### src/rtl/muldiv_pkg.sv
// Shared definitions for the iterative HI/LO multiply/divide unit.
package muldiv_pkg;

   localparam int WIDTH = 32;

   localparam logic [5:0] OP_SPECIAL = 6'b000000;

   localparam logic [5:0] F_MULT  = 6'b011000;
   localparam logic [5:0] F_MULTU = 6'b011001;
   localparam logic [5:0] F_DIV   = 6'b011010;
   localparam logic [5:0] F_DIVU  = 6'b011011;
   localparam logic [5:0] F_MTHI  = 6'b010001;
   localparam logic [5:0] F_MTLO  = 6'b010011;
   localparam logic [5:0] F_MFHI  = 6'b010000;
   localparam logic [5:0] F_MFLO  = 6'b010010;

   localparam logic [1:0] ST_IDLE = 2'd0;
   localparam logic [1:0] ST_CALC = 2'd1;
   localparam logic [1:0] ST_FIX  = 2'd2;

   function automatic logic is_muldiv(input logic [5:0] f);
      return (f == F_MULT) || (f == F_MULTU) || (f == F_DIV) || (f == F_DIVU);
   endfunction

   function automatic logic is_hilo(input logic [5:0] f);
      return is_muldiv(f) || (f == F_MTHI) || (f == F_MTLO) ||
             (f == F_MFHI) || (f == F_MFLO);
   endfunction

endpackage

### src/rtl/muldiv_core.sv
// Unsigned iterative datapath: shift-add multiply or restoring divide, one bit per step.
module muldiv_core
   import muldiv_pkg::*;
(
   input  logic                 clk,
   input  logic                 rst_n,
   input  logic                 i_load,
   input  logic                 i_step,
   input  logic                 i_mode,
   input  logic [WIDTH-1:0]     i_a,
   input  logic [WIDTH-1:0]     i_b,
   output logic [2*WIDTH-1:0]   o_acc
);

   logic [2*WIDTH-1:0] r_acc;
   logic [WIDTH-1:0]   r_b;
   logic [WIDTH:0]     w_madd;
   logic [WIDTH:0]     w_cand;
   logic [WIDTH:0]     w_dsub;
   logic               w_ge;
   logic [2*WIDTH-1:0] w_acc_nxt;

   // Multiply: upper half accumulates, multiplier shifts out of the lower half.
   // Divide: upper half is the partial remainder, quotient bits shift into the bottom.
   assign w_madd = {1'b0, r_acc[2*WIDTH-1:WIDTH]} + (r_acc[0] ? {1'b0, r_b} : '0);
   assign w_cand = r_acc[2*WIDTH-1:WIDTH-1];
   assign w_dsub = w_cand - {1'b0, r_b};
   assign w_ge   = (w_cand >= {1'b0, r_b});

   always_comb begin
      w_acc_nxt = r_acc;
      if (i_mode)
         w_acc_nxt = {(w_ge ? w_dsub[WIDTH-1:0] : w_cand[WIDTH-1:0]), r_acc[WIDTH-2:0], w_ge};
      else
         w_acc_nxt = {w_madd, r_acc[WIDTH-1:1]};
   end

   always_ff @(posedge clk or negedge rst_n) begin
      if (!rst_n) begin
         r_acc <= '0;
         r_b   <= '0;
      end else if (i_load) begin
         r_acc <= {{WIDTH{1'b0}}, i_a};
         r_b   <= i_b;
      end else if (i_step) begin
         r_acc <= w_acc_nxt;
      end
   end

   assign o_acc = r_acc;

endmodule

### src/rtl/muldiv_seq.sv
// HI/LO multiply/divide sequencer: decode, FSM, sign handling, HI/LO and stall.
//  state | meaning
//  IDLE  | accepting ops, mthi/mtlo write HI/LO directly
//  CALC  | 32 magnitude steps in muldiv_core
//  FIX   | sign correction, HI/LO written on exit
module muldiv_seq
   import muldiv_pkg::*;
#(
   parameter int WIDTH = muldiv_pkg::WIDTH
) (
   input  logic             clk,
   input  logic             rst_n,
   input  logic             valid,
   input  logic [5:0]       opcode,
   input  logic [5:0]       func,
   input  logic [WIDTH-1:0] op_a,
   input  logic [WIDTH-1:0] op_b,
   input  logic             flush,
   output logic             stall,
   output logic             busy,
   output logic             done,
   output logic [WIDTH-1:0] hi,
   output logic [WIDTH-1:0] lo
);

   logic [1:0]         r_state;
   logic [4:0]         r_cnt;
   logic               r_sa, r_sb, r_div, r_div0, r_done;
   logic [WIDTH-1:0]   r_hi, r_lo;

   logic               w_live, w_accept, w_signed, w_sa, w_sb, w_neg;
   logic [WIDTH-1:0]   w_mag_a, w_mag_b, w_quo, w_rem, w_res_hi, w_res_lo;
   logic [2*WIDTH-1:0] w_acc, w_prod;

   assign w_live   = valid && !flush && (opcode == OP_SPECIAL);
   assign w_accept = (r_state == ST_IDLE) && w_live && is_muldiv(func);
   assign w_signed = (func == F_MULT) || (func == F_DIV);
   assign w_sa     = w_signed && op_a[WIDTH-1];
   assign w_sb     = w_signed && op_b[WIDTH-1];
   assign w_mag_a  = w_sa ? -op_a : op_a;
   assign w_mag_b  = w_sb ? -op_b : op_b;

   muldiv_core u_core (
      .clk    (clk),
      .rst_n  (rst_n),
      .i_load (w_accept),
      .i_step (r_state == ST_CALC),
      .i_mode (r_div),
      .i_a    (w_mag_a),
      .i_b    (w_mag_b),
      .o_acc  (w_acc)
   );

   // Divide by zero leaves remainder = |a|, which sign-corrects back to op_a;
   // only the quotient needs forcing to all ones.
   assign w_neg    = r_sa ^ r_sb;
   assign w_prod   = w_neg ? -w_acc : w_acc;
   assign w_quo    = r_div0 ? '1 : (w_neg ? -w_acc[WIDTH-1:0] : w_acc[WIDTH-1:0]);
   assign w_rem    = r_sa ? -w_acc[2*WIDTH-1:WIDTH] : w_acc[2*WIDTH-1:WIDTH];
   assign w_res_hi = r_div ? w_rem : w_prod[2*WIDTH-1:WIDTH];
   assign w_res_lo = r_div ? w_quo : w_prod[WIDTH-1:0];

   always_ff @(posedge clk or negedge rst_n) begin
      if (!rst_n) begin
         r_state <= ST_IDLE;
         r_cnt   <= '0;
         r_sa    <= 1'b0;
         r_sb    <= 1'b0;
         r_div   <= 1'b0;
         r_div0  <= 1'b0;
         r_done  <= 1'b0;
         r_hi    <= '0;
         r_lo    <= '0;
      end else begin
         r_done <= 1'b0;
         case (r_state)
            ST_IDLE: begin
               if (w_accept) begin
                  r_state <= ST_CALC;
                  r_cnt   <= '0;
                  r_sa    <= w_sa;
                  r_sb    <= w_sb;
                  r_div   <= func[1];
                  r_div0  <= func[1] && (op_b == '0);
               end else if (w_live && func == F_MTHI) begin
                  r_hi <= op_a;
               end else if (w_live && func == F_MTLO) begin
                  r_lo <= op_a;
               end
            end
            ST_CALC: begin
               if (flush) begin
                  r_state <= ST_IDLE;
               end else begin
                  r_cnt <= r_cnt + 5'd1;
                  if (r_cnt == 5'd31)
                     r_state <= ST_FIX;
               end
            end
            ST_FIX: begin
               r_state <= ST_IDLE;
               if (!flush) begin
                  r_hi   <= w_res_hi;
                  r_lo   <= w_res_lo;
                  r_done <= 1'b1;
               end
            end
            default: r_state <= ST_IDLE;
         endcase
      end
   end

   assign busy  = (r_state != ST_IDLE);
   assign stall = valid && !flush && busy && (opcode == OP_SPECIAL) && is_hilo(func);
   assign done  = r_done;
   assign hi    = r_hi;
   assign lo    = r_lo;

endmodule

### config.mk
export PLATFORM = sky130hd
export DESIGN_NAME = muldiv_seq
export DESIGN_NICKNAME = d
export VERILOG_FILES = /design/src/rtl/muldiv_pkg.sv /design/src/rtl/muldiv_core.sv /design/src/rtl/muldiv_seq.sv
export SDC_FILE = /design/constraint.sdc
export NUM_CORES = 1
export LEC_CHECK = 0
export CORE_ASPECT_RATIO = 0.9
export CORE_MARGIN = 5
export CORE_UTILIZATION = 64
export CTS_CLUSTER_DIAMETER = 120
export CTS_CLUSTER_SIZE = 12
export DETAILED_ROUTE_END_ITERATION = 10
export GPL_ROUTABILITY_DRIVEN = 0
export PLACE_DENSITY = 0.88
export SLEW_MARGIN = 20
export SYNTH_ARGS = -nofsm -noshare
export SYNTH_HDL_FRONTEND = slang
export SYNTH_SLANG_ARGS = --single-unit
### constraint.sdc
create_clock -name clk -period 8.42 [get_ports clk]
set_clock_uncertainty 0.05 [all_clocks]
set_input_delay 0.842 -clock clk [delete_from_list [all_inputs] [get_ports clk]]
set_output_delay 0.842 -clock clk [all_outputs]
set_load 0.03 [all_outputs]
* Word-level counts from Yosys, hierarchy flattened *
Index checks and enable logic that the tools add are counted.

storage, ports and cells
  output and inout bits = 67
  register bits = 172
  input bits = 80

operators by class
  magnitude comparators = 1
  add/sub/neg operators = 8
  mux-type cells = 31
  bitwise logic cells = 1
  reduce and logical (&&, ||, !) cells = 33
  equal/unequal tests = 19

operators with widths
  kind                                                                      number
  32-bit 2-to-1 mux                                                         16
  64-bit 2-to-1 mux                                                         4
  32-bit negator                                                            4
  32-bit case mux with 2 select lines                                       2
  64-bit negator                                                            1
  6-bit by 5-bit equality test with 1-bit output (second input constant)    8
  32-bit by 32-bit adder with 33-bit output                                 1
  33-bit by 32-bit greater-or-equal comparator with 1-bit output            1
  32-bit logical NOT                                                        1
  32-bit subtractor                                                         1
  1-bit logical AND                                                         12
  5-bit 2-to-1 mux                                                          2
  5-bit case mux with 2 select lines                                        1
  1-bit logical OR                                                          8
  2-bit inequality test (second input constant)                             4
  2-bit nonzero test                                                        4
  6-bit logical NOT                                                         1
  2-bit 2-to-1 mux                                                          3
  2-bit by 1-bit inequality test with 1-bit output (second input constant)  3
  5-bit by 1-bit adder with 5-bit output (second input constant)            1
  5-bit equality test (second input constant)                               1
  5-bit AND reduction                                                       1
  2-bit case mux with 2 select lines                                        1
  2-bit AND reduction                                                       2
  9 further kinds                                                           10

* Logic depth before layout (Yosys ltp) *
Gate-level depths: netlist (run 1).

  depth in word-level cells = 9
  gate-level depth with buffers = 15

* Modules after synthesis *
From an unflattened synthesis (run 1), not the netlist that was laid out.

unflattened totals
  cells, all modules = 1913
  area total of the unflattened synthesis = 14980.6 um^2

modules (own cells, without submodules)
  module       times used  area an instance (um^2)  cells an instance  sequential area each (um^2)
  muldiv_core  1           8267.9                   1042               2402.3
  muldiv_seq   1           6712.7                   871                1901.8

* Worst setup path after synthesis (run 1) *
OpenSTA, ideal clock, no wires.

  path kind = reg2reg
  start point = register u_core.r_acc[0], in the netlist u_core.o_acc[0]
  end point = register u_core.r_acc[53], in the netlist u_core.o_acc[53]
  setup time = 126 ps
  buffers on the path = 2
  data required time = 8244 ps
  path slack = 5154 ps
  data arrival time = 3090 ps
  cell stages (with the launch flop) = 15
  period minus slack after synthesis = 3266 ps
  path through = dfrtp_1 -> clkbuf_1 -> inv_1 -> clkbuf_1 -> nor2_1 -> ha_1 -> a21oi_1 -> o211ai_1 -> a211oi_1 -> a211oi_1 -> a311oi_1 -> o21ai_1 -> a21oi_2 -> xnor2_1 -> a221o_1

between the ends
  longest elaborated chain between the ends = 5

RTL lines
  element                                    RTL line           text
  start: declaration                         muldiv_core.sv:15  logic [2*WIDTH-1:0] r_acc;
  start signal: assignment                   muldiv_core.sv:43  r_acc <= {{WIDTH{1'b0}}, i_a};
  start signal: assignment                   muldiv_core.sv:46  r_acc <= w_acc_nxt;
  32-bit 2-to-1 mux                          muldiv_core.sv:25  assign w_madd = {1'b0, r_acc[2*WIDTH-1:WIDTH]} + (r_acc[0] ? {1'b0, r_b} : '0);
  32-bit by 32-bit adder with 33-bit output  muldiv_core.sv:25
  64-bit 2-to-1 mux                          muldiv_core.sv:32  if (i_mode)
  64-bit 2-to-1 mux                          muldiv_core.sv:45  end else if (i_step) begin
  64-bit 2-to-1 mux                          muldiv_core.sv:42  end else if (i_load) begin

Every way passes these cells. The select of a mux whose other input is x is not followed.
A chain may end at the register's enable or synchronous reset.

* Final worst setup path (run 1) *
  start point = register u_core.r_acc[0], in the netlist u_core.o_acc[0]
  end point = register u_core.r_acc[61], in the netlist u_core.o_acc[61]

The elaborated chain is that of the path after synthesis.

==> run_results.csv, run 1 <==
group,metric,value,unit
yosys,synth_cell_types,83,
floorplanning,io_pins,147,
cells_and_area,drive_gt1_share,4.25,%
global_routing,grt_max_degree,104,
detailed_routing,vias,15600,
sta,period_share,52.6,%
sta,slew-limit-headroom,24.9,%
yosys,synth-seq-area-share,29.4,%
detailed_routing,routedWlPerCell,22.7,µm
yosys,syn-instance-count,1865,
status,status,"finished with violations",
yosys,synth_area_leaders,"dfrtp_1, o21ai_0, ha_1",
yosys,synthesis.nets,2017,
sta,setup_viol,0,
clocking,post_cts_buffers,0,
critical_path,critPathLaunchType,"register",
power,power_per_cell_area,124,mW/mm²
detailed_routing,viasPerCell,7.01,
cells_and_area,final_nets,2069,
sta,max_freq,226,MHz
critical_path,path_max_fanout,31,
floorplanning,dieArea,0.0260,mm²
yosys,synth-seq-cells,172,
global_routing,grt_pass1_wl,79.6,mm
clocking,cts.sink_count,172,
yosys,synth_area,0.0147,mm²
sta,hold_viol_final,0,
cells_and_area,finish.utilization,74.3,%
detailed_routing,drc,3,
cells_and_area,design_area,0.0167,mm²
critical_path,endpoint_kind,"register",
clocking,cts_hold_buffers,0,
cells_and_area,area_growth,14.1,%
critical_path,crit_arrival,4.67,ns
global_routing,overflow,0,
yosys,avgSynthCellArea,7.86,µm²
power,ir_drop,146,µV
clocking,clock_latency,0.45,ns
clocking,cts-resized-gates,0,
sta,worst_slew_pin_slew,1.13,ns
detailed_routing,drt_iter0_markers,2414,
job,max-cap-violations,0,
yosys,synth-edff-count,0,
floorplanning,fp.dieW,170,µm
yosys,synth.largest_area_cell,"dfrtp_1",
detailed_routing,antenna_left,0,
placed_design,hpwl,36.3,mm
yosys,synthArstFlopShare,100,%
clocking,clockRootBuffer,"clkbuf_16",
detailed_routing,wl,50.6,mm
sta,finalCriticalPeriod,4.43,ns
detailed_routing,drtPass1Iterations,11,
global_routing,grtUsageTotal,37.8,%
floorplanning,fp.dieH,154,µm
clocking,htree_levels,4,
status,violations,"DRC",
placed_design,placed_area,0.0161,mm²
yosys,synth_top_area_share,29.4,%
global_routing,antenna_found_initial,1,
floorplanning,design.core.area,0.0225,mm²
yosys,synth_ff_type,"dfrtp_1",
power,p_leak,0.00655,µW
global_routing,first_global_vias,14800,
clocking,path_clk_slew,0.08,ns
floorplanning,initial_core_util,65.1,%
floorplanning,rows,52,
critical_path,crit_required,8.66,ns
clocking,clockBufferDepth,2,
cells_and_area,fill_cells,1688,
clocking,cts_tree,"built",
yosys,ys_warn_count,0,
placed_design,placedCellCount,2195,
cells_and_area,stdcell_count,2229,
sta,slew_violations,0,
worst_hold_path,hold_class,"reg2reg",
sta,rsz0062_at_grt,"false",
critical_path,crit_type,"reg2reg",
placed_design,io_buffer_count,146,
clocking,numCtsBuffers,17,
sta,tns,0,ns
[sequential cells by signal (all words and copies together) (netlist names)]
signal        flops
r_div0            1
lo               32
r_div             1
hi               32
u_core.r_b       32
r_cnt             5
u_core.o_acc     64
r_sa              1
r_state           2
done              1
r_sb              1
[kinds of logic after synthesis]
kind of cell             share of synthesized area, %
adder cells (fa/ha/maj)                          6.25
AND/OR/NAND/NOR                                  20.1
buffers and inverters                            5.21
multiplexers                                     3.15
AO/OA/AOI/OAI                                    25.4
flip-flops                                       29.4
XOR/XNOR                                         10.5
[metal layers]
metal	global-route usage, %	part of all wire, %	up-vias	wire (µm)
li1	-	-	6862	-
met1	51.5	38	7265	19000
met2	53.8	41	1254	20900
met3	14.1	16	252	7950
met4	16.4	5.3	2	2690
met5	0	0.026	-	13
[through the flow]
step | power, µW | worst slack [ns] | hold WS, ns
5_1_grt | 2130 | 3.86 | 0.460
3_3_place_gp | 1240 | 4.37 | 0.412
2_1_floorplan | 1100 | 5.15 | 0.400
6_report | 2070 | 3.99 | 0.435
4_1_cts | 2050 | 4.26 | 0.437
3_5_place_dp | 1250 | 4.27 | 0.420
[power by group]
| part | leakage (µW) | switching (µW) | internal, µW | total (µW) |
|---|---|---|---|---|
| registers | 0.00220 | 41.2 | 845 | 886 |
| clock network | 0.000288 | 414 | 404 | 818 |
| logic | 0.00406 | 217 | 153 | 370 |
| total | 0.00655 | 672 | 1400 | 2070 |
[final cells by class]
cell class | instances | area, µm² | share of cell area [%]
inverter | 69 | 259 | 1.55
clock inverter | 14 | 166 | 0.995
clock buffer | 18 | 429 | 2.57
multi-input combinational | 1498 | 9630 | 57.6
antenna | 2 | 5.00 | 0.0299
sequential | 172 | 4310 | 25.7
tap | 297 | 372 | 2.22
timing repair buffer | 159 | 1560 | 9.33
[cell usage after synthesis (all sizes together) (17+ instances only)]
cell type,n
a21o,25
nor2,152
nand3,38
xnor2,85
mux2i,45
a21oi,113
o211ai,37
nand2,228
clkbuf,106
buf,20
o21ai,206
inv,69
o31ai,26
nand2b,17
a211oi,20
nor4,23
o22ai,43
nor3,46
dfrtp,172
nand4,18
a22oi,20
or3,18
ha,70
xor2,91
[path summary, 6_finish.rpt]
| kind | start | end | slack [ns] | depth (start not counted) |
|---|---|---|---|---|
| worst max-delay path | u_core.o_acc[0] | u_core.o_acc[61] | 3.99 | 12 |
| worst min-delay path | hi[15] | hi[15] | 0.44 | 2 |
| worst max register to register | u_core.o_acc[0] | u_core.o_acc[61] | 3.99 | 12 |
| worst min register to register | hi[15] | hi[15] | 0.44 | 2 |
| max in group asynchronous | rst_n | r_div | 6.29 | 2 |
| min in group asynchronous | rst_n | u_core.o_acc[50] | 0.48 | 1 |
[critical path, cell delays in order (launching register included)]
cell and delay [ns]:
dfrtp_1 0.46, inv_1 0.81, nor2_1 0.13, ha_1 0.38, nand2b_1 0.12, a211oi_1 0.56, o21bai_1 0.21, o21a_1 0.26
a211oi_1 0.64, o41ai_1 0.15, xnor2_1 0.16, a221oi_1 0.25, o21ai_1 0.10
[placed cells by master, fill, tap and decap left out, types with 45 or more instances in the layout]
| cell | count |
|---|---|
| xor2_1 | 91 |
| a21oi_1 | 111 |
| mux2i_1 | 45 |
| nor2_1 | 149 |
| clkdlybuf4s50_1 | 145 |
| xnor2_1 | 84 |
| dfrtp_1 | 171 |
| inv_1 | 68 |
| ha_1 | 70 |
| nand2_1 | 226 |
| o21ai_0 | 192 |
(Power assumes the default switching activity.)
==> inputs of run 2 (changes only) <==
--- a/config.mk
+++ b/config.mk
@@ -7,12 +7,12 @@
 export LEC_CHECK = 0
 export CORE_ASPECT_RATIO = 0.9
 export CORE_MARGIN = 5
-export CORE_UTILIZATION = 64
+export CORE_UTILIZATION = 53
 export CTS_CLUSTER_DIAMETER = 120
 export CTS_CLUSTER_SIZE = 12
 export DETAILED_ROUTE_END_ITERATION = 10
 export GPL_ROUTABILITY_DRIVEN = 0
-export PLACE_DENSITY = 0.88
+export PLACE_DENSITY = 0.78
 export SLEW_MARGIN = 20
 export SYNTH_ARGS = -nofsm -noshare
 export SYNTH_HDL_FRONTEND = slang
==> constraint.sdc (replaced) <==
create_clock -name clk -period 3.6 [get_ports clk]
set_clock_uncertainty 0.05 [all_clocks]
set_input_delay 0.36 -clock clk [delete_from_list [all_inputs] [get_ports clk]]
set_output_delay 0.36 -clock clk [all_outputs]
set_load 0.03 [all_outputs]
==> run_results.csv, run 2 (synthesis results as in run 1) <==
group,metric,value,unit
sta,rsz0062_at_grt,"true",
sta,worst_slew_pin_slew,0.938,ns
power,p_comb_share,19.5,%
job,max-cap-violations,0,
power,p_leak,0.00692,µW
detailed_routing,routedWlPerCell,22.3,µm
floorplanning,initial_core_util,54.0,%
clocking,cts_tree,"built",
detailed_routing,antenna_left,0,
clocking,clockRootBuffer,"clkbuf_16",
global_routing,first_global_vias,14700,
cells_and_area,final_nets,2142,
status,status,"complete, no violations",
floorplanning,fp.dieH,168,µm
global_routing,grt_max_degree,127,
critical_path,crit_type,"reg2reg",
power,p_switching,1600,µW
clocking,post_cts_buffers,0,
sta,tns,0,ns
detailed_routing,vias,15600,
sta,slew-limit-headroom,37.4,%
detailed_routing,wl,52.5,mm
detailed_routing,drtPass1Iterations,7,
power,ir_drop,295,µV
cells_and_area,largest_register_ffs,64,
cells_and_area,design_area,0.0174,mm²
power,p_sw_share,32.5,%
sta,setup_viol,0,
floorplanning,fp.dieW,185,µm
cells_and_area,diodes,0,
sta,hold_viol_final,0,
sta,finalCriticalPeriod,3.53,ns
cells_and_area,multi_input_area,0.00966,mm²
clocking,cts.sink_count,172,
sta,slew_violations,0,
critical_path,crit_arrival,3.80,ns
critical_path,endpoint_kind,"register",
global_routing,grt_pass1_wl,82.1,mm
placed_design,io_buffer_count,146,
critical_path,crit_required,3.87,ns
detailed_routing,viasPerCell,6.61,
clocking,clockBufferDepth,2,
cells_and_area,area_growth,18.8,%
placed_design,placed_area,0.0168,mm²
sta,max_freq,284,MHz
power,p_int,3320,µW
cells_and_area,final_common_cell,"nand2_1",
cells_and_area,mostFrequentLayoutCells,"nand2_1, o21ai_0, dfrtp_1",
floorplanning,design.core.area,0.0272,mm²
floorplanning,io_pins,147,
placed_design,hpwl,39.2,mm
clocking,clock_latency,0.45,ns
power,power_per_cell_area,282,mW/mm²
sta,period_share,97.9,%
critical_path,critPathLaunchType,"register",
floorplanning,rows,57,
floorplanning,dieArea,0.0311,mm²
power,pwr-share-seq,41.6,%
cells_and_area,fill_cells,2279,
detailed_routing,drc,0,
detailed_routing,drt_iter0_markers,2350,
cells_and_area,drive_gt1_share,7.89,%
worst_hold_path,hold_class,"in2async",
clocking,numCtsBuffers,17,
clocking,path_clk_slew,0.08,ns
power,clkPwrFrac,38.9,%
clocking,htree_levels,4,
global_routing,grtUsageTotal,33.0,%
global_routing,antenna_found_initial,0,
critical_path,path_max_fanout,18,
cells_and_area,seqCellArea,0.00431,mm²
global_routing,overflow,0,
power,power,4910,µW
run 2: cell count changes in the layout (fill, tap and decap cells not counted), sizes merged:
cell         change
dlygate4sd3      +1
inv              -1
clkinv           +2
diode            -2
buf             +72
clkinvlp         -1
run 2: metrics by stage:
stage / setup slack [ns] / cells / hold slack, ns / util (%)
global placement: 0.0706 / 2324 / 0.338 / 61.8
floorplan: 0.334 / 1865 / 0.0144 / -
global route: -0.00203 / 2357 / 0.450 / 64.1
finish: 0.0749 / 2357 / 0.412 / 64.1
CTS: 0.0850 / 2357 / 0.437 / 64.0
detailed placement: 0.124 / 2324 / 0.339 / 61.8
run 2: final cells by class:
| cell class | instances | area share (%) |
|---|---|---|
| clock buffers | 18 | 2.46 |
| flip-flops and latches | 172 | 24.7 |
| inverters | 69 | 1.49 |
| multi-input cells | 1498 | 55.4 |
| well taps | 354 | 2.54 |
| clock inverters | 14 | 0.962 |
| repair buffers | 232 | 12.4 |
run 2: repair_timing:
action | in CTS | in global routing
endpoints found under the setup margin | 0 | 9
resized for setup | 0 | 8
hold buffers | 1 | 0
hold endpoints to repair | 56 | 0
run 2: worst max-delay path, stage by stage (launching register included):
cell and delay [ns]:
dfrtp_1 0.40, buf_4 0.17, inv_1 0.14, buf_12 0.18, nor2_1 0.07, ha_1 0.36, a21oi_1 0.23, o21ai_1 0.18
a211o_1 0.31, a211oi_1 0.27, a211oi_1 0.09, buf_4 0.18, o41ai_2 0.23, xnor2_1 0.11, a221oi_1 0.30, o21ai_1 0.13
run 2: path summary, 6_finish.rpt:
kind	startpoint	end	slack [ns]	cells after the start
max reg2reg	u_core.o_acc[0]	u_core.o_acc[61]	0.07	15
max in group asynchronous	rst_n	u_core.o_acc[60]	2.16	3
min	rst_n	hi[23]	0.41	2
min in group clk	u_core.r_b[24]	u_core.r_b[24]	0.43	2
max	u_core.o_acc[0]	u_core.o_acc[61]	0.07	15
min reg2reg	u_core.r_b[24]	u_core.r_b[24]	0.43	2
run 2: metal layers:
metal / GRT usage [%] / vias to the layer above / wire length [µm] / part of all wire (%)
li1: - / 6996 / - / -
met1: 48.1 / 7270 / 21600 / 41
met2: 46.0 / 1138 / 21400 / 41
met3: 11.0 / 174 / 7440 / 14
met4: 10.8 / 0 / 2050 / 3.9
met5: 0 / - / 0 / 0
run 2: power groups by stage:
| stage | Clock, µW | Sequential, µW | Combinational, µW |
|---|---|---|---|
| finish | 1910 | 2050 | 959 |
| floorplan | 0 | 2080 | 496 |
| global placement | 0 | 2080 | 906 |
| global route | 1990 | 2050 | 1020 |
| CTS | 1910 | 2040 | 930 |
| detailed placement | 0 | 2080 | 920 |
